**src/rtl/pfa_group_adder.sv**
```systemverilog
// Multi-cycle WIDTH-bit adder/subtractor: one GROUP-bit lookahead slice per clock,
// with the inter-slice carry held in a register; also reports word-level P/G.
module pfa_group_adder #(
   parameter int WIDTH = 16,
   parameter int GROUP = 4
) (
   input  logic             clk,
   input  logic             rst,
   input  logic             start,
   input  logic [WIDTH-1:0] a,
   input  logic [WIDTH-1:0] b,
   input  logic             cin,
   input  logic             sub,
   output logic             ready,
   output logic             done,
   output logic [WIDTH-1:0] sum,
   output logic             cout,
   output logic             ovf,
   output logic             pg,
   output logic             gg
);

   localparam int NG = WIDTH / GROUP;
   localparam int KW = (NG > 1) ? $clog2(NG) : 1;

   typedef enum logic [1:0] {S_IDLE, S_RUN, S_DONE} state_t;

   state_t           state_reg;
   logic [WIDTH-1:0] a_reg;
   logic [WIDTH-1:0] b_reg;
   logic             c_reg;
   logic [KW-1:0]    k_reg;
   logic             pg_acc_reg;
   logic             gg_acc_reg;
   logic [GROUP-1:0] sum_sl_reg [NG];
   logic             done_reg;
   logic             cout_reg;
   logic             ovf_reg;
   logic             pg_reg;
   logic             gg_reg;

   logic [GROUP-1:0] a_sl [NG];
   logic [GROUP-1:0] b_sl [NG];
   logic [GROUP-1:0] sa;
   logic [GROUP-1:0] sb;
   logic [GROUP-1:0] p;
   logic [GROUP-1:0] g;
   logic [GROUP-1:0] s;
   logic [GROUP:0]   c;
   logic             gen_v;
   logic             prop_v;
   logic             slice_gp;
   logic             slice_gg;

   genvar gi;
   generate
      for (gi = 0; gi < NG; gi++) begin : g_slice
         assign a_sl[gi]                  = a_reg[gi*GROUP +: GROUP];
         assign b_sl[gi]                  = b_reg[gi*GROUP +: GROUP];
         assign sum[gi*GROUP +: GROUP]    = sum_sl_reg[gi];
      end
   endgenerate

   assign sa = a_sl[k_reg];
   assign sb = b_sl[k_reg];

   generate
      for (gi = 0; gi < GROUP; gi++) begin : g_pfa
         assign p[gi] = sa[gi] | sb[gi];
         assign g[gi] = sa[gi] & sb[gi];
         assign s[gi] = sa[gi] ^ sb[gi] ^ c[gi];
      end
   endgenerate

   // Each carry is a flat sum-of-products of the slice-entry carry, never rippled.
   always_comb begin
      c      = '0;
      c[0]   = c_reg;
      gen_v  = 1'b0;
      prop_v = 1'b0;
      for (int j = 0; j < GROUP; j++) begin
         gen_v  = g[j];
         prop_v = p[j];
         for (int m = j - 1; m >= 0; m--) begin
            gen_v  = gen_v | (prop_v & g[m]);
            prop_v = prop_v & p[m];
         end
         c[j+1] = gen_v | (prop_v & c_reg);
      end
      slice_gg = gen_v;
      slice_gp = &p;
   end

   always_ff @(posedge clk) begin
      if (rst) begin
         state_reg  <= S_IDLE;
         a_reg      <= '0;
         b_reg      <= '0;
         c_reg      <= 1'b0;
         k_reg      <= '0;
         pg_acc_reg <= 1'b0;
         gg_acc_reg <= 1'b0;
         done_reg   <= 1'b0;
         cout_reg   <= 1'b0;
         ovf_reg    <= 1'b0;
         pg_reg     <= 1'b0;
         gg_reg     <= 1'b0;
         for (int i = 0; i < NG; i++) sum_sl_reg[i] <= '0;
      end else begin
         case (state_reg)
            S_IDLE: begin
               if (start) begin
                  a_reg      <= a;
                  b_reg      <= sub ? ~b : b;
                  c_reg      <= cin ^ sub;
                  k_reg      <= '0;
                  pg_acc_reg <= 1'b1;
                  gg_acc_reg <= 1'b0;
                  state_reg  <= S_RUN;
               end
            end
            S_RUN: begin
               sum_sl_reg[k_reg] <= s;
               pg_acc_reg        <= pg_acc_reg & slice_gp;
               gg_acc_reg        <= slice_gg | (slice_gp & gg_acc_reg);
               c_reg             <= c[GROUP];
               if (k_reg == KW'(NG - 1)) begin
                  k_reg     <= '0;
                  cout_reg  <= c[GROUP];
                  ovf_reg   <= c[GROUP] ^ c[GROUP-1];
                  pg_reg    <= pg_acc_reg & slice_gp;
                  gg_reg    <= slice_gg | (slice_gp & gg_acc_reg);
                  done_reg  <= 1'b1;
                  state_reg <= S_DONE;
               end else begin
                  k_reg <= k_reg + 1'b1;
               end
            end
            S_DONE: begin
               done_reg  <= 1'b0;
               state_reg <= S_IDLE;
            end
            default: state_reg <= S_IDLE;
         endcase
      end
   end

   assign ready = (state_reg == S_IDLE);
   assign done  = done_reg;
   assign cout  = cout_reg;
   assign ovf   = ovf_reg;
   assign pg    = pg_reg;
   assign gg    = gg_reg;

endmodule

```
**config.mk**
```make
export PLATFORM = sky130hd
export DESIGN_NAME = pfa_group_adder
export DESIGN_NICKNAME = d
export VERILOG_FILES = /design/src/rtl/pfa_group_adder.sv
export SDC_FILE = /design/constraint.sdc
export NUM_CORES = 1
export LEC_CHECK = 0
export CELL_PAD_IN_SITES_DETAIL_PLACEMENT = 0
export CELL_PAD_IN_SITES_GLOBAL_PLACEMENT = 1
export CORE_MARGIN = 10
export CORE_UTILIZATION = 35
export CTS_BUF_LIST = sky130_fd_sc_hd__clkbuf_4 sky130_fd_sc_hd__clkbuf_8 sky130_fd_sc_hd__clkbuf_16
export DETAILED_ROUTE_END_ITERATION = 7
export PLACE_DENSITY = 0.77
export SLEW_MARGIN = 20
export SYNTH_ARGS = -nofsm -noshare
export SYNTH_HDL_FRONTEND = slang
export SYNTH_SLANG_ARGS = --single-unit
```
**constraint.sdc**
```tcl
create_clock -name clk -period 2.3 [get_ports clk]
set_input_delay 0.69 -clock clk [delete_from_list [all_inputs] [get_ports clk]]
set_output_delay 0.69 -clock clk [all_outputs]
set_load 0.005 [all_outputs]
```
==> flow_summary.toml <==
[global_routing]
track_usage = 0.112
grt.overflow.total = 0
grt_max_degree = 51
grt_pass1_vias = 2250
grt_antenna_before_repair = 0
grt_pass1_wl_um = 10600

[floorplan]
io_pins = 59
die_area_um2 = 12000
initial_utilization = 0.362
rows = 32
dieWidth_um = 110
core_region_area_um2 = 7770
die_h_um = 110

[worst_setup_path]
cp_num_cells = 7
cp_max_fo = 4
r2r_start = "k_reg[0]"
cpMaxStageDelayCell = "mux4_2"
crit_family = "multiplexers"
crit_chain = "clkbuf_16 > mux4_2 > buf_4 > fa_1 > xnor2_1 > buf_4 > nor2_1"
crit_required_ps = 2400
worst_path_most_repeated_cell = "buf_4"
cp-end-kind = "flip-flop"
critPathKind = "reg2reg"
path_buf_inv = 3
r2r_slack_ps = 70
r2r_cells = 7
cp_slowest_stage_delay_ps = 510
arrival_ps = 2320
start_kind = "flip-flop"
r2r_end = "sum_sl_reg[1][1]"

[sta]
setup_viol = 0
skew_ps = 5.63
slew_headroom = 0.672
max_freq_mhz = 449
hold_violations = 0
holdWs_ps = 456
fin_crit_sh = 0.968
period_needed_ps = 2230
tightest_slew_ps = 492
fin_tns_setup_ps = 0
report.final.slew_viol_count = 0

[synth]
synth_most_common_cell = "dfxtp_1"
syn_inst = 291
synth-compound-area-share = 0.134
synthMuxAreaShare = 0.0640
synth-xor-area-share = 0.0560
synth_top_area_frac = 0.313
synth_fp_nets = 339
synth_ff_type = "dfxtp_1"
synth_top_family_by_area = "simple AND/OR/NAND/NOR gates"
ys_types = 36
yosys.area.top_type = "dfxtp_1"
synthAdderAreaFrac = 0.0516
async_flop_share = 0
ys_warn_count = 0
seq_area_frac_synth = 0.484
synth_common_cells = "dfxtp_1 (44), nand2_1 (37), nor2_1 (37), a21oi_1 (25)"
synth.area.top_cells = "dfxtp_1 (31%), edfxtp_1 (17%), mux4_2 (6.4%)"
synth-seq-cells = 60
synth-edff-count = 16
synth-simple-area-share = 0.169
netlist_area_um2 = 2820
syn_avg_cell_area_um2 = 9.67

[drt]
drcViolationCount = 0
detail-route-antenna-nets = 0
wl_um = 6660
drtIter0Drc = 65
drtPass1Iterations = 4
vias_per_cell = 4.72
post_drt_wl_per_cell_um = 13.9
num_vias = 2265

[clocking]
clockBufferDepth = 2
cts_htree_levels = 3
clkTransAtPathRegs_ps = 70
clock-root-buffer = "clkbuf_8"
tritoncts = "built"
numCtsBuffers = 9
clock-sinks = 60
clock_latency_ps = 340

[worst_hold_path]
hp-start = "a_reg[13]"
min_path_type = "reg2reg"
hold_end = "a_reg[13]"
hold_path_depth = 2

[placed_design]
numPortBuffers = 58
dp_hpwl_um = 4880
placed_cells = 460
place_congestion = 0.792

[final_layout]
drive_gt1_frac = 0.209
final_util = 0.525
nNetsFinal = 421
diodes = 0
syn_to_final_growth_pct = 44.9
instances_no_fill = 480

[flow_run]
drv_cap = 0

[power_and_ir_drop]
p_per_area_nw_per_um2 = 674
ir_worst_vdd_mv = 0.300
p_leak_nw = 1.50

[status]
outcome = "finished clean"
## worst register-to-register path: stages, from the launching register on
cell and delay, ps:
dfxtp_4 370, clkbuf_16 140, mux4_2 510, buf_4 170, fa_1 380, xnor2_1 200, buf_4 170, nor2_1 50
## metal layers
| layer | track usage | wire length (um) |
|---|---|---|
| met1 | 0.137 | 2950 |
| met2 | 0.175 | 3150 |
| met3 | 0.0374 | 443 |
| met4 | 0.0558 | 124 |
| met5 | 0 | 0 |
## what timing repair did
action,CTS,global route
setup buffers,0,3
hold buffers,0,0
gates resized for setup,1,27
pin swaps,1,5
gates cloned,0,1
setup endpoints to repair,5,18
## worst max-delay path by stage
stage	start	end	slack (ps)
3_3_place_gp	rst	sum_sl_reg[0][2]	-100
5_1_grt	k_reg[1]	sum_sl_reg[0][2]	-30
6_report	k_reg[0]	sum_sl_reg[1][1]	70
3_5_place_dp	rst	sum_sl_reg[0][2]	-110
4_1_cts	k_reg[1]	sum_sl_reg[2][3]	10
2_1_floorplan	k_reg[0]	ovf	-30
## stage by stage
step	instance area [um2]	worst slack (ps)	power [mW]
floorplan	2830	-26.9	1.46
global placement	3700	-96.3	1.69
detailed placement	3700	-109	1.69
CTS	3920	13.0	2.71
global route	4080	-32.6	2.87
finish	4080	72.9	2.75
## cell type report
type                            instances  area [um2]
Fill cell                             727        3690
Multi-Input combinational cell        201        1450
Sequential cell                        60        1370
Timing Repair Buffer                   87         866
Tap cell                              102         128
Clock buffer                            9         124
Clock inverter                          7        91.3
Inverter                               14        52.6
## power by group
group	switching [mW]	internal (mW)
combinational	0.246	0.299
sequential	0.0330	1.15
clock	0.415	0.605
total	0.694	2.05
## cell families (layout without fill, tap and decap cells)
| group | count (synthesis) | in the layout |
|---|---|---|
| AOI/OAI and AO/OA | 59 | 59 |
| xor gates and xnor gates | 18 | 18 |
| adders and majority gates | 11 | 11 |
| buffers and inverters | 30 | 117 |
| DFF | 60 | 60 |
| muxes | 8 | 8 |
| and+or+nand+nor | 105 | 105 |
## placed cells by master, fill, tap and decap left out, types with 9 or more instances in the layout
master and n:
nand2_1 37, inv_1 10, a21oi_1 25, clkbuf_8 9, a211oi_1 16, dfxtp_1 42, edfxtp_1 16, nor2_1 36
buf_4 24, xnor2_1 17, clkdlybuf4s50_1 58
No activity file was read; power rests on OpenSTA's default activity.
